File: src/rtl/load_ext_unit.sv
// Load unit for the M stage: issues a word-aligned bus read with req/ack,
// then extracts and sign/zero-extends the addressed byte or halfword.
module load_ext_unit #(
    parameter int TIMEOUT = 16
) (
    input  logic        clk,
    input  logic        reset,
    input  logic        ld_valid,
    input  logic [31:0] ld_addr,
    input  logic [2:0]  ld_type,
    output logic        ld_busy,
    output logic        mem_req,
    output logic [31:0] mem_addr,
    input  logic        mem_ack,
    input  logic [31:0] mem_rdata,
    output logic        rd_valid,
    output logic [31:0] rd_data,
    output logic        adel,
    output logic        bus_err
);

    typedef enum logic {IDLE, WAIT} state_t;

    localparam logic [2:0] LD_LHU = 3'd1;
    localparam logic [2:0] LD_LH  = 3'd2;
    localparam logic [2:0] LD_LBU = 3'd3;
    localparam logic [2:0] LD_LB  = 3'd4;
    localparam logic [7:0] CNT_LAST = 8'(TIMEOUT - 1);

    state_t      state_reg, state_next;
    logic [7:0]  cnt_reg, cnt_next;
    logic        mem_req_reg, mem_req_next;
    logic [31:0] mem_addr_reg, mem_addr_next;
    logic [2:0]  type_reg, type_next;
    logic [1:0]  off_reg, off_next;
    logic        rd_valid_reg, rd_valid_next;
    logic [31:0] rd_data_reg, rd_data_next;
    logic        adel_reg, adel_next;
    logic        bus_err_reg, bus_err_next;

    logic        misaligned;
    logic [7:0]  lane [4];
    logic [7:0]  sel_byte;
    logic [15:0] sel_half;
    logic [31:0] ext_data;

    // Little-endian byte lanes of the returned word.
    generate
        for (genvar gi = 0; gi < 4; gi++) begin : g_lane
            assign lane[gi] = mem_rdata[8*gi +: 8];
        end
    endgenerate

    assign sel_byte = lane[off_reg];
    assign sel_half = off_reg[1] ? mem_rdata[31:16] : mem_rdata[15:0];

    // Types 5..7 fall into the word case together with lw.
    always_comb begin
        case (type_reg)
            LD_LHU:  ext_data = {16'h0000, sel_half};
            LD_LH:   ext_data = {{16{sel_half[15]}}, sel_half};
            LD_LBU:  ext_data = {24'h000000, sel_byte};
            LD_LB:   ext_data = {{24{sel_byte[7]}}, sel_byte};
            default: ext_data = mem_rdata;
        endcase
    end

    always_comb begin
        case (ld_type)
            LD_LH, LD_LHU: misaligned = ld_addr[0];
            LD_LB, LD_LBU: misaligned = 1'b0;
            default:       misaligned = |ld_addr[1:0];
        endcase
    end

    always_comb begin
        state_next    = state_reg;
        cnt_next      = cnt_reg;
        mem_req_next  = mem_req_reg;
        mem_addr_next = mem_addr_reg;
        type_next     = type_reg;
        off_next      = off_reg;
        rd_valid_next = 1'b0;
        rd_data_next  = rd_data_reg;
        adel_next     = 1'b0;
        bus_err_next  = 1'b0;
        case (state_reg)
            IDLE: begin
                if (ld_valid) begin
                    if (misaligned) begin
                        adel_next = 1'b1;
                    end else begin
                        state_next    = WAIT;
                        mem_req_next  = 1'b1;
                        mem_addr_next = {ld_addr[31:2], 2'b00};
                        type_next     = ld_type;
                        off_next      = ld_addr[1:0];
                        cnt_next      = 8'd0;
                    end
                end
            end
            WAIT: begin
                // An ack on the limit cycle still completes the load.
                if (mem_ack) begin
                    rd_valid_next = 1'b1;
                    rd_data_next  = ext_data;
                    state_next    = IDLE;
                    mem_req_next  = 1'b0;
                end else if (cnt_reg == CNT_LAST) begin
                    bus_err_next = 1'b1;
                    state_next   = IDLE;
                    mem_req_next = 1'b0;
                    cnt_next     = 8'd0;
                end else begin
                    cnt_next = cnt_reg + 8'd1;
                end
            end
            default: state_next = IDLE;
        endcase
    end

    always_ff @(posedge clk) begin
        if (reset) begin
            state_reg    <= IDLE;
            cnt_reg      <= 8'd0;
            mem_req_reg  <= 1'b0;
            mem_addr_reg <= 32'h0;
            type_reg     <= 3'd0;
            off_reg      <= 2'd0;
            rd_valid_reg <= 1'b0;
            rd_data_reg  <= 32'h0;
            adel_reg     <= 1'b0;
            bus_err_reg  <= 1'b0;
        end else begin
            state_reg    <= state_next;
            cnt_reg      <= cnt_next;
            mem_req_reg  <= mem_req_next;
            mem_addr_reg <= mem_addr_next;
            type_reg     <= type_next;
            off_reg      <= off_next;
            rd_valid_reg <= rd_valid_next;
            rd_data_reg  <= rd_data_next;
            adel_reg     <= adel_next;
            bus_err_reg  <= bus_err_next;
        end
    end

    assign ld_busy  = (state_reg != IDLE);
    assign mem_req  = mem_req_reg;
    assign mem_addr = mem_addr_reg;
    assign rd_valid = rd_valid_reg;
    assign rd_data  = rd_data_reg;
    assign adel     = adel_reg;
    assign bus_err  = bus_err_reg;

endmodule

File: config.mk
export PLATFORM = sky130hd
export DESIGN_NAME = load_ext_unit
export DESIGN_NICKNAME = d
export VERILOG_FILES = /design/src/rtl/load_ext_unit.sv
export SDC_FILE = /design/constraint.sdc
export NUM_CORES = 1
export LEC_CHECK = 0
export CORE_MARGIN = 3
export CORE_UTILIZATION = 45
export DETAILED_ROUTE_END_ITERATION = 6
export GPL_TIMING_DRIVEN = 0
export PLACE_DENSITY = 0.8
export SYNTH_ARGS = -nofsm -noshare
export SYNTH_HDL_FRONTEND = slang
export SYNTH_SLANG_ARGS = --single-unit
File: constraint.sdc
create_clock -name clk -period 3.1 [get_ports clk]
set_clock_uncertainty 0.1 [all_clocks]
set_input_delay 0.62 -clock clk [delete_from_list [all_inputs] [get_ports clk]]
set_output_delay 0.62 -clock clk [all_outputs]
set_load 0.01 [all_outputs]
# Yosys cells after proc, flatten, opt, wreduce, memory -nomap -nowiden
# Cells that the tools add are included.
[op_classes]
addsub = 1
multipliers = 0
div = 0
magnitude_cmp = 1
eq_ne = 13
shifts = 0
mux = 24
bitwise_logic = 4
reduce_logical = 10
[ops]
columns = ["operator", "count"]
rows = [
  ["32-bit one-hot mux with 4 select lines", 1],
  ["8-bit 2-to-1 mux", 6],
  ["8-bit binary-select mux with 2-bit select", 1],
  ["16-bit 2-to-1 mux", 1],
  ["8-bit one-hot mux with 2 select lines", 1],
  ["3-bit by 2-bit equality test with 1-bit output (second input constant)", 4],
  ["1-bit 2-to-1 mux", 11],
  ["3-bit AND reduction", 3],
  ["8-bit by 1-bit adder with 8-bit output (second input constant)", 1],
  ["8-bit by 4-bit equality test with 1-bit output (second input constant)", 1],
  ["2-bit OR reduction", 4],
  ["3-bit by 1-bit equality test with 1-bit output (second input constant)", 2],
  ["3-bit equality test (second input constant)", 2],
  ["2-bit != test (second input constant)", 3],
  ["1-bit one-hot mux with 2 select lines", 3],
  ["3-bit OR reduction", 2],
  ["3-bit greater-or-equal comparator (second input constant)", 1],
  ["3-bit by 2-bit != test with 1-bit output (second input constant)", 1],
  ["1-bit NOT", 3],
  ["2-bit NOT with 3-bit output", 1],
  ["2-bit AND reduction", 1],
]
[totals]
register_bits = 80
latchBits = 0
mem_bits_rw = 0
rom_bits = 0
mem_count = 0

# Longest topological paths before layout
# Gate-level depths: netlist of the first run.
[logic_depth]
depth_word = 6
ltp_mapped = 6
ltp_nobuf = 5

# Worst setup path after synthesis of the first run
# Ideal clock, no wire load.
[synth_timing]
kind = "in2reg"
from = "input mem_rdata[31]"
to = "register rd_data_reg[10], in the netlist rd_data[10]"
arrival_time_ps = 1669
required_ps = 2867
path_slack_ps = 1198
path_stages = 5
path_buffers = 1
path_cell_list = "mux4_2 -> a31o_1 -> buf_6 -> a221oi_2 -> nor3_1"
[synth_between]
elab_chain_len = 4
[synth_lines]
columns = ["element", "line", "source"]
rows = [
  ["start, declared", "15", "input logic [31:0] mem_rdata,"],
  ["8-bit binary-select mux with 2-bit select", "54", "assign sel_byte = lane[off_reg];"],
  ["8-bit 2-to-1 mux (not written as such) (2 in a row)", "54", ""],
  ["32-bit one-hot mux with 4 select lines", "59", "case (type_reg)"],
  ["end signal, assigned", "142", "rd_data_reg <= rd_data_next;"],
  ["end, declared", "37", "logic [31:0] rd_data_reg, rd_data_next;"],
]
# Every way passes these cells. The select of a mux whose other input is x is not followed.
# A chain may end at the register's enable or synchronous reset.

# Worst setup path after layout of the first run
[layout_timing]
from = "input ld_type[0]"
to = "register mem_addr_reg[11], in the netlist mem_addr[11]"
[layout_between]
elab_chain_len = 5
[layout_lines]
columns = ["element", "line", "source"]
rows = [
  ["start, declared", "10", "input logic [2:0] ld_type,"],
  ["3-bit equality test, or another cell as far along", "69", "case (ld_type)"],
  ["2-bit OR reduction", "69", ""],
  ["1-bit one-hot mux with 2 select lines *", "69", ""],
  ["1-bit NOT (no line) *", "n/a", ""],
  ["3-bit AND reduction (no line) *", "n/a", ""],
  ["end signal, assigned", "138", "mem_addr_reg <= mem_addr_next;"],
  ["end, declared", "33", "logic [31:0] mem_addr_reg, mem_addr_next;"],
]
# Mark *: on every way between the ends. The rest lies on a longest branch, timed or not.

==> metrics.md, run 1 <==
| Metric | Value |
|---|---|
| Max reg flops | 32 |
| Final Max Slew Viols | 0 |
| Row cnt | 33 |
| Per-cell routed wire length | roughly 17 µm |
| Synth top area cells | dfxtp_1 (40%), nand2b_1 (12%), mux2i_1 (8.8%) |
| Placed inst area | ~5500 µm² |
| DPL Wire Length | around 8.5 mm |
| Unrepaired setup endpoints after global routing | false |
| Worst min-delay path class | reg -> reg |
| Outcome | finished, final reports clean |
| Sink Count | 80 |
| Setup violators final | 0 |
| Total power | 2.47 mW |
| Post-DRT Antenna Nets | 0 |
| Die area | around 10000 µm² |
| Register share of total power | 45.2% |
| Via count | between 3000 and 4000 |
| Worst EP required | about 3.3 ns |
| R2r startpoint | off_reg[0] |
| Final instance area | approximately 5700 µm² |
| Synth warn | 0 |
| Cells along the critical path | clkdlybuf4s50_1 > nor2_1 > o31a_1 > a21oi_1 > buf_2 > buf_4 > mux2i_1 |
| R2R setup slack | roughly 1.2 ns |
| Worst vdd ir | around 0.26 mV |
| Post-Syn Area | approximately 4000 µm² |
| Reg2Reg Depth | 5 |
| Die Ht | approximately 100 µm |
| Syn Area/Cell | ~9.5 µm² |
| Chip Width | approximately 100 µm |
| H-tree depth | 3 |
| Num CTS Buffers | 9 |
| Core area | roughly 8400 µm² |
| CP Capture Point | mem_addr[11] |
| Worst Path Max Fanout | 10 |
| Most common cell after layout, fill and taps aside | clkdlybuf4s50_1 |
| Minimum clock period | about 2.2 ns |
| FF+latch count, synth | 80 |
| Worst Tran Pin Value | between 0.7 and 0.8 ns |
| GRT Overall Usage | between 20% and 30% |
| Post-synth ARST share | 0% |
| Critical path type | in -> reg |
| Clock share of power | 32.4% |
| Worst path slowest cell | clkdlybuf4s50_1 |
| Clock-pin slew on the worst setup and hold paths | 0.09 ns |
| Main synth FF type | dfxtp_1 |
| Critical Path Source Type | input port |
| Reg-to-reg critical path endpoint | rd_data[15] |
| Static Leak | around 2 nW |
| DRC violations left | 0 |
| DRT Pass-1 Iters | 4 |
| Final hold vios | 0 |
| WP buf/inv | 3 |
| Layout cell share with drive strength beyond 1 | 12.7% |
| Slowest Stage Delay on Critical Path | ~0.51 ns |
| Worst Path Arrival | 2.37 ns |
| Vias in the first global route | 3762 |
| Post-Syn Instances | between 400 and 500 |
| Post-CTS sizing | 0 |
| N_diodes | 0 |
| Starting Density | 47.4% |
| Clock tree root buffer cell | clkbuf_8 |
| Io pins | 140 |
| Initial antenna violation count | 0 |
| Pwr dens | about 430 nW/µm² |
| Register area share after synthesis | about two fifths |
| Total of max-cap violations | 0 |
| Total gr overflow | 0 |
| Max Clk Rate | around 0.46 GHz |
| TritonCTS clock tree | yes |
| Worst-Skew Late Latency | ~0.35 ns |
| Routed vias/inst | approximately 5.5 |
| Port Buffer Count | roughly 140 |
| Combinational power share | 22.4% |
| Fin crit share | 70.5% |
| Final nets | 640 |
| Hold-fix buffers, CTS | 0 |
| Area delta synth->final | 42.6% |
| CTS Buffer Depth | 2 |
| Post-CTS setup buffer count | 0 |
| Synth cell types | 47 |
| Number of flops mapped to enable cells by yosys | 0 |
| GPL Wtd Cong | 0.860 |
| First-pass GRT wire length | 17.9 mm |
| Setup_tns | 0 ns |
| DRT iter0 DRCs | approximately 140 |
| Switching pwr | around 0.71 mW |
| Post-synth top area cell | dfxtp_1 |
| Final core occ | between 60 and 70% |
| Number of cells on the critical path | 7 |
| Largest net degree at the start of global routing | 16 |
| Internal Power | between 1.5 and 2 mW |
| Hold Slack | about 0.37 ns |
| Final WL | 11.2 mm |
| Net Sw Frac | a little under 30% |
| Max-slew headroom | between 50% and 60% |
| Crit path launch | ld_type[0] |
| Worst Setup End Kind | register |
| Crit path max-delay family | buffers and inverters |
| Commonest non-fill, non-tap cells in the layout | clkdlybuf4s50_1 (136), dfxtp_1 (80), nand2b_1 (75), nor2_1 (37), mux2i_1 (35) |
| Share of the synthesized area in the top cell type | roughly 40% |
layout make-up:
| type | count | area [µm²] |
|---|---|---|
| clock inverters | 7 | 80.1 |
| plain buffers | 36 | 195 |
| flip-flops and latches | 80 | 1600 |
| fillers | 686 | 2730 |
| repair buffers | 136 | 1360 |
| clock buffers | 9 | 124 |
| well taps | 105 | 131 |
| multi-input cells | 305 | 2200 |
synthesized netlist by cell type, types with 8 or more instances:
| cell type | instances |
|---|---|
| mux2i_1 | 35 |
| mux2_2 | 16 |
| buf_2 | 8 |
| clkbuf_1 | 19 |
| nor2_1 | 37 |
| o21ai_0 | 13 |
| dfxtp_1 | 80 |
| a21oi_1 | 24 |
| a211oi_2 | 10 |
| nand2_1 | 8 |
| a221oi_2 | 8 |
| nand2b_1 | 75 |
| nor3_1 | 9 |
| a211oi_1 | 15 |
worst register-to-register path, delay by kind of cell, from the launching register on:
kind | cells | cell delay, ns
muxes | 1 | 0.57
DFF | 1 | 0.49
AOI/OAI and AO/OA | 2 | 0.41
buffers and inverters | 1 | 0.15
and+or+nand+nor | 1 | 0.08
cell families (layout without fill, tap and decap cells):
logic type      Yosys count  after routing  share of synthesized area [%]
other cells               1              2                         0.0939
compound gates           97             97                           19.5
flops                    80             80                           40.1
fa+ha+maj                 1              1                          0.313
buf+inv                  36            188                           4.89
mux                      52             52                           13.8
simple gates            151            151                           20.9
xor+xnor                  2              2                          0.439
worst min path at each step:
stage,from,end,slack (ns),cells after the start
CTS,mem_req,mem_req,0.38,1
global route,mem_addr[14],mem_addr[14],0.40,2
floorplan,cnt_reg[7],cnt_reg[7],0.35,1
detailed placement,mem_req,mem_req,0.36,1
finish,mem_addr[8],mem_addr[8],0.37,2
global placement,mem_req,mem_req,0.35,1
layer usage:
| layer | GRT usage (%) | vias to the layer above | share of wire, % |
|---|---|---|---|
| li1 | - | 1792 | - |
| met1 | 26.0 | 1715 | 39 |
| met2 | 37.1 | 191 | 46 |
| met3 | 7.92 | 19 | 12 |
| met4 | 8.29 | 0 | 1.9 |
| met5 | 0 | - | 0 |
stage by stage:
stage | setup WS (ns) | cells
global placement | 0.570 | 662
finish | 0.916 | 678
floorplan | 1.20 | 421
CTS | 0.903 | 678
detailed placement | 0.528 | 662
global route | 0.802 | 678
power by group through the flow:
| stage | combinational, mW | sequential (mW) | clock, mW |
|---|---|---|---|
| after floorplan | 0.264 | 1.16 | 0 |
| after global placement | 0.542 | 1.14 | 0 |
| after detailed placement | 0.553 | 1.14 | 0 |
| after CTS | 0.555 | 1.12 | 0.816 |
| after global routing | 0.596 | 1.12 | 0.858 |
| final | 0.554 | 1.12 | 0.799 |
Power figures use the tool's default switching activity.
==> run 2: changes to the inputs <==
==> constraint.sdc (replaced) <==
create_clock -name clk -period 2.1 [get_ports clk]
set_clock_uncertainty 0.1 [all_clocks]
set_input_delay 0.42 -clock clk [delete_from_list [all_inputs] [get_ports clk]]
set_output_delay 0.42 -clock clk [all_outputs]
set_load 0.01 [all_outputs]
==> results of run 2 <==
The final DEF is identical to that of run 1. Status: finished, final reports clean.
Among the figures that moved: setup slack after placement 0.528 ns -> -0.272 ns; setup slack after layout 0.916 ns -> 0.116 ns; register-to-register setup slack 1.17 ns -> 0.17 ns; total power 2.47 mW -> 3.64 mW; worst IR drop on VDD 0.264 mV -> 0.389 mV
